--- config.mk ---
export PLATFORM = sky130hd
export DESIGN_NAME = arrow_frame_ctrl
export DESIGN_NICKNAME = d
export VERILOG_FILES = /design/src/rtl/arrow_frame_ctrl.sv
export SDC_FILE = /design/constraint.sdc
export NUM_CORES = 1
export LEC_CHECK = 0
export CAP_MARGIN = 20
export CELL_PAD_IN_SITES_DETAIL_PLACEMENT = 0
export CELL_PAD_IN_SITES_GLOBAL_PLACEMENT = 2
export CORE_ASPECT_RATIO = 1.75
export CORE_MARGIN = 5
export CORE_UTILIZATION = 36
export CTS_CLUSTER_SIZE = 8
export DETAILED_ROUTE_END_ITERATION = 8
export PLACE_DENSITY_LB_ADDON = 0.08
export SKIP_LAST_GASP = 1
export SYNTH_ARGS = -nofsm -noshare
export SYNTH_HDL_FRONTEND = slang
export SYNTH_SLANG_ARGS = --single-unit
--- constraint.sdc ---
create_clock -name clk -period 6.9 [get_ports clk]
set_input_delay 1.035 -clock clk [delete_from_list [all_inputs] [get_ports clk]]
set_output_delay 1.035 -clock clk [all_outputs]
set_load 0.005 [all_outputs]
--- src/rtl/arrow_frame_ctrl.sv ---
// arrow_frame_ctrl
//   Frame sequencer for the 8-class arrow neuron bank. It collects a 16x16
//   binary image one 16-bit row per handshake into the 256-bit pixel_vector,
//   waits out the bank latency, captures neuron_out and resolves it into a
//   class index presented on a valid/ready result port.
//
// Parameters
//   NEURON_LAT   clock edges from a pixel_vector change to matching neuron_out (1..15)
//   TIMEOUT_CYC  idle-cycle limit between rows of a frame (2..65535); used only
//                when the macro ARROW_CTRL_TIMEOUT_EN is defined
//
// Ports
//   clk, rst_n           clock (rising edge), asynchronous active-low reset
//   row_valid/row_ready  row handshake; row_data bit 15 = leftmost pixel
//   row_sof              marks row 0 of a frame
//   pixel_vector         assembled frame, row 0 in bits [255:240]
//   neuron_out           neuron bank outputs (bit0 UP ... bit7 RIGHT)
//   res_valid/res_ready  result handshake
//   res_class/res_hit/res_multi/res_mask  resolved result fields
//   busy                 controller is not idle
//   err_abort            one-cycle pulse when a partial frame is discarded
//
// Configuration macro: ARROW_CTRL_TIMEOUT_EN (enables the inter-row gap timeout)

module arrow_frame_ctrl #(
  parameter int NEURON_LAT  = 1,
  parameter int TIMEOUT_CYC = 1024
) (
  input  logic         clk,
  input  logic         rst_n,
  input  logic         row_valid,
  output logic         row_ready,
  input  logic [15:0]  row_data,
  input  logic         row_sof,
  output logic [255:0] pixel_vector,
  input  logic [7:0]   neuron_out,
  output logic         res_valid,
  input  logic         res_ready,
  output logic [2:0]   res_class,
  output logic         res_hit,
  output logic         res_multi,
  output logic [7:0]   res_mask,
  output logic         busy,
  output logic         err_abort
);

  // Elaboration-time guard on the legal parameter ranges.
  if (NEURON_LAT < 1 || NEURON_LAT > 15) begin : g_bad_lat
    $error("arrow_frame_ctrl: NEURON_LAT out of range 1..15");
  end
  if (TIMEOUT_CYC < 2 || TIMEOUT_CYC > 65535) begin : g_bad_timeout
    $error("arrow_frame_ctrl: TIMEOUT_CYC out of range 2..65535");
  end

  typedef enum logic [1:0] {
    S_IDLE,
    S_LOAD,
    S_WAIT,
    S_RESULT
  } state_t;

  localparam logic [3:0] LAT = 4'(NEURON_LAT);

  state_t     state_reg, state_next;
  logic [3:0] row_cnt_reg, row_cnt_next;
  logic [3:0] lat_cnt_reg, lat_cnt_next;
  logic       err_abort_reg, err_abort_next;
  logic       wr_en;
  logic [3:0] wr_row;
  logic       capture;
  logic       xfer;
  logic       timeout;

  logic [2:0] res_class_reg, class_next;
  logic       res_hit_reg, res_multi_reg;
  logic [7:0] res_mask_reg;

  // Handshake outputs come from registered state only.
  assign row_ready = (state_reg == S_IDLE) || (state_reg == S_LOAD);
  assign busy      = (state_reg != S_IDLE);
  assign res_valid = (state_reg == S_RESULT);
  assign xfer      = row_valid && row_ready;

`ifdef ARROW_CTRL_TIMEOUT_EN
  localparam logic [15:0] TO_LIM = 16'(TIMEOUT_CYC);
  logic [15:0] gap_reg, gap_next;

  // Counts idle cycles between rows while loading; zero outside LOAD so it
  // starts clean on every entry.
  always_comb begin
    gap_next = '0;
    timeout  = 1'b0;
    if (state_reg == S_LOAD && !xfer) begin
      if (gap_reg + 16'd1 == TO_LIM) begin
        timeout = 1'b1;
      end else begin
        gap_next = gap_reg + 16'd1;
      end
    end
  end

  always_ff @(posedge clk or negedge rst_n) begin
    if (!rst_n) gap_reg <= '0;
    else        gap_reg <= gap_next;
  end
`else
  assign timeout = 1'b0;
`endif

  // Next-state logic.
  always_comb begin
    state_next     = state_reg;
    row_cnt_next   = row_cnt_reg;
    lat_cnt_next   = lat_cnt_reg;
    err_abort_next = 1'b0;
    wr_en          = 1'b0;
    wr_row         = row_cnt_reg;
    capture        = 1'b0;
    case (state_reg)
      S_IDLE: begin
        // Rows without sof are simply consumed here.
        if (xfer && row_sof) begin
          wr_en        = 1'b1;
          wr_row       = 4'd0;
          row_cnt_next = 4'd1;
          state_next   = S_LOAD;
        end
      end
      S_LOAD: begin
        if (xfer) begin
          wr_en = 1'b1;
          if (row_sof) begin
            // A new sof mid-frame restarts the frame.
            wr_row         = 4'd0;
            row_cnt_next   = 4'd1;
            err_abort_next = 1'b1;
          end else begin
            row_cnt_next = row_cnt_reg + 4'd1;
            if (row_cnt_reg == 4'd15) begin
              state_next   = S_WAIT;
              lat_cnt_next = 4'd0;
            end
          end
        end else if (timeout) begin
          state_next     = S_IDLE;
          err_abort_next = 1'b1;
        end
      end
      S_WAIT: begin
        lat_cnt_next = lat_cnt_reg + 4'd1;
        if (lat_cnt_reg == LAT) begin
          capture    = 1'b1;
          state_next = S_RESULT;
        end
      end
      S_RESULT: begin
        if (res_ready) state_next = S_IDLE;
      end
      default: state_next = S_IDLE;
    endcase
  end

  // Lowest set bit wins; scan from the top so the last assignment is lowest.
  always_comb begin
    class_next = 3'd0;
    for (int i = 7; i >= 0; i--) begin
      if (neuron_out[i]) class_next = 3'(i);
    end
  end

  always_ff @(posedge clk or negedge rst_n) begin
    if (!rst_n) begin
      state_reg     <= S_IDLE;
      row_cnt_reg   <= '0;
      lat_cnt_reg   <= '0;
      err_abort_reg <= 1'b0;
      res_class_reg <= '0;
      res_hit_reg   <= 1'b0;
      res_multi_reg <= 1'b0;
      res_mask_reg  <= '0;
    end else begin
      state_reg     <= state_next;
      row_cnt_reg   <= row_cnt_next;
      lat_cnt_reg   <= lat_cnt_next;
      err_abort_reg <= err_abort_next;
      if (capture) begin
        res_mask_reg  <= neuron_out;
        res_class_reg <= class_next;
        res_hit_reg   <= |neuron_out;
        res_multi_reg <= ($countones(neuron_out) > 1);
      end
    end
  end

  // One register per image row; row k sits at pixel_vector[255-16k -: 16].
  for (genvar gi = 0; gi < 16; gi++) begin : g_row
    logic [15:0] row_reg;
    always_ff @(posedge clk or negedge rst_n) begin
      if (!rst_n)                             row_reg <= '0;
      else if (wr_en && (wr_row == 4'(gi)))   row_reg <= row_data;
    end
    assign pixel_vector[255-16*gi -: 16] = row_reg;
  end

  assign err_abort = err_abort_reg;
  assign res_class = res_class_reg;
  assign res_hit   = res_hit_reg;
  assign res_multi = res_multi_reg;
  assign res_mask  = res_mask_reg;

endmodule

==> results.cfg <==
[sta]
min_period_ns = 4.11
skew_ns = 0.0107
hold_violations = 0
rsz0062_at_grt = false
fmax_mhz = 243
slew_headroom_pct = 25.6
slew_viol_final = 0
worstMarginPinSlew_ns = 1.12
fin_ws_ns = 2.79
setup-violations-final = 0
timing.hold.ws_ns = 0.482
tns_ns = 0
timing.final.crit_share_pct = 59.6

[setup_path]
cp_cell_sequence = clkdlybuf4s50_1 -> fa_1 -> inv_1 -> fa_1 -> fa_1 -> inv_1 -> ha_1 -> inv_1 -> fa_1 -> a2111oi_0 -> a21oi_1 -> o22a_1
critPathSlowestCell = fa_1
slowest_delay_ns = 0.57
end_kind = flop
cp.arrival_ns = 4.51
worstSetupPathType = in2reg
start_kind = input port
worst-path-buf-inv = 4
path_max_fanout = 4
path_delay_family = adder cells
required_ns = 7.30
timing.critical_path.mode_cell = fa_1

[routing]
wirelength_um = 34300
ant_nets = 0
num_vias = 7111
drc_errors = 0
dr.pass1.iters = 4
drtIter0Drc = 194
routedWlPerCell_um = 23.9
post_drt_via_cell_ratio = 4.97

[synth]
synthCells = 732
synth_warnings = 0
synth.net_count = 776
seq_area_frac_synth_pct = 61.2
ys_async_sr_fraction_pct = 100
synth-edff-count = 0
synth-seq-cells = 280
synthFlopType = dfrtp_1
synth_area_mm2 = 0.0114
avgSynthCellArea_um2 = 15.6
synth_cell_types = 53

[clocking]
post_cts_resized = 0
cts_max_level = 2
insertion_delay_ns = 0.52
tritoncts = yes
postCtsSetupBuffers = 0
path_clk_slew_ns = 0.05
root_buffer = clkbuf_16
cts_max_path_buffers = 3
holdBufCountCts = 0
clock_sinks = 280
cts_buffers = 40

[finish]
area_growth_pct = 37.8
fin_cells = 1432
fillers = 2785
largest_register_ffs = 256
antennaDiodeCount = 0
nets = 1081
layout-drive-gt1-share_pct = 31.0
multiInputGateArea_mm2 = 0.00411
ff_latch_area_mm2 = 0.00701

[global_route]
grt_start_max_net_pins = 179
antenna_found_initial = 0
grt_pass1_wl_um = 50900
grt_usage_pct = 19.2
gr-total-overflow = 0
grt_pass1_vias = 7589

[die]
ioPinCount = 302
initial_core_util_pct = 36.4
core_mm2 = 0.0314
die_area_mm2 = 0.0356
die_x_um = 145
die_h_um = 246
num_rows = 86

[power]
power_leakage_nw = 7.43
finalPower_mw = 6.81
power_density_mw_per_mm2 = 432
ir_drop_uv = 219

[placed_design]
hpwl_um = 24200
io_buffer_count = 301
place_ws_ns = 2.34
dp.cells = 1391
place_congestion = 0.763

[job]
drv_cap = 0

[run_status]
outcome = completed

[hold_path]
hold_path.class = reg2reg
-- synth_stat cells (2+ instances only) --
cell,instances,share of area (%)
clkbuf_1,18,0.59
buf_4,3,0.20
o21ai_0,18,0.79
a22o_1,3,0.23
nand3_1,3,0.13
nor3_4,2,0.28
nand2b_1,3,0.16
mux2_2,202,20
nand2_1,22,0.72
inv_1,21,0.69
a41oi_1,2,0.15
a2111oi_0,2,0.15
nand2_4,4,0.39
dfrtp_1,280,61
a21oi_1,6,0.26
buf_2,10,0.44
fa_1,4,0.70
ha_1,11,1.2
mux2_1,6,0.59
buf_6,11,1.1
nor4_4,2,0.37
mux2_4,50,6.6
a22oi_1,3,0.20
nor3_1,3,0.13
nand2_2,6,0.33
nor2_1,10,0.33
-- power by group --
part / internal (mW) / leakage [nW] / switching [mW]
logic: 1.63 / 3.23 / 0.880
registers: 2.26 / 3.69 / 0.356
clock network: 1.03 / 0.505 / 0.658
-- worst paths after layout --
kind	from	to	slack (ns)	cells past startpoint
min reg2reg	g_row[15].row_reg[13]$_DFFE_PN0P_	g_row[15].row_reg[13]$_DFFE_PN0P_	0.48	1
max	neuron_out[0]	res_multi$_DFFE_PN0P_	2.79	12
min in group asynchronous	rst_n	g_row[0].row_reg[10]$_DFFE_PN0P_	0.54	1
min	g_row[15].row_reg[13]$_DFFE_PN0P_	g_row[15].row_reg[13]$_DFFE_PN0P_	0.48	1
max reg2reg	state_reg[1]$_DFFE_PN0P_	g_row[15].row_reg[6]$_DFFE_PN0P_	4.16	6
max in group asynchronous	rst_n	g_row[4].row_reg[12]$_DFFE_PN0P_	4.76	2
-- metrics by stage --
stage / cell area [µm²] / utilization, %
floorplan: 11400 / -
global placement: 14700 / 46.9
detailed placement: 14700 / 46.9
CTS: 15800 / 50.2
global route: 15800 / 50.2
finish: 15800 / 50.2
-- cell families (layout without fill, tap and decap cells) --
group	Yosys count	after routing	synth area share, %
DFF	280	280	61.2
muxes	259	259	27.1
buffers and inverters	63	367	2.99
xor gates and xnor gates	1	1	0.0765
adders and majority gates	15	15	1.90
AOI/OAI and AO/OA	44	44	2.61
and+or+nand+nor	70	70	4.11
-- final cells by class --
| type | count | share of cell area [%] |
|---|---|---|
| multi-input combinational | 389 | 26.0 |
| timing repair buffer | 305 | 19.4 |
| inverter | 21 | 0.500 |
| tap | 396 | 3.14 |
| sequential | 280 | 44.4 |
| clock buffer | 41 | 6.50 |
-- metal layers --
layer	global-route usage [%]	vias to the layer above	wire length, µm
met5	0	-	0
met2	35.2	236	18600
met4	5.90	0	922
met1	21.1	3670	12200
met3	5.49	55	2510
li1	-	3150	-
-- worst reg2reg max path, stage by stage (launching register included) --
cell	delay [ns]
dfrtp_1	0.40
inv_1	0.09
ha_1	0.45
and3b_1	0.34
nand3_2	0.16
nor3_4	0.75
mux2_2	0.43
-- layout by cell type (no fill, tap or decap), types with 2 or more instances in the layout --
cell type / instances
a2111oi_0: 2
a41oi_1: 2
nor3_4: 2
mux2_4: 50
a21oi_1: 6
dfrtp_1: 280
nor3_1: 3
a22oi_1: 3
mux2_1: 6
nand2b_1: 3
a22o_1: 3
nand2_1: 22
clkdlybuf4s50_1: 300
nand2_2: 6
mux2_2: 202
fa_1: 4
nand2_4: 4
nor4_4: 2
clkbuf_16: 41
nor2_1: 10
o21ai_0: 18
buf_4: 3
inv_1: 21
ha_1: 11
nand3_1: 3
Power figures use the tool's default switching activity.
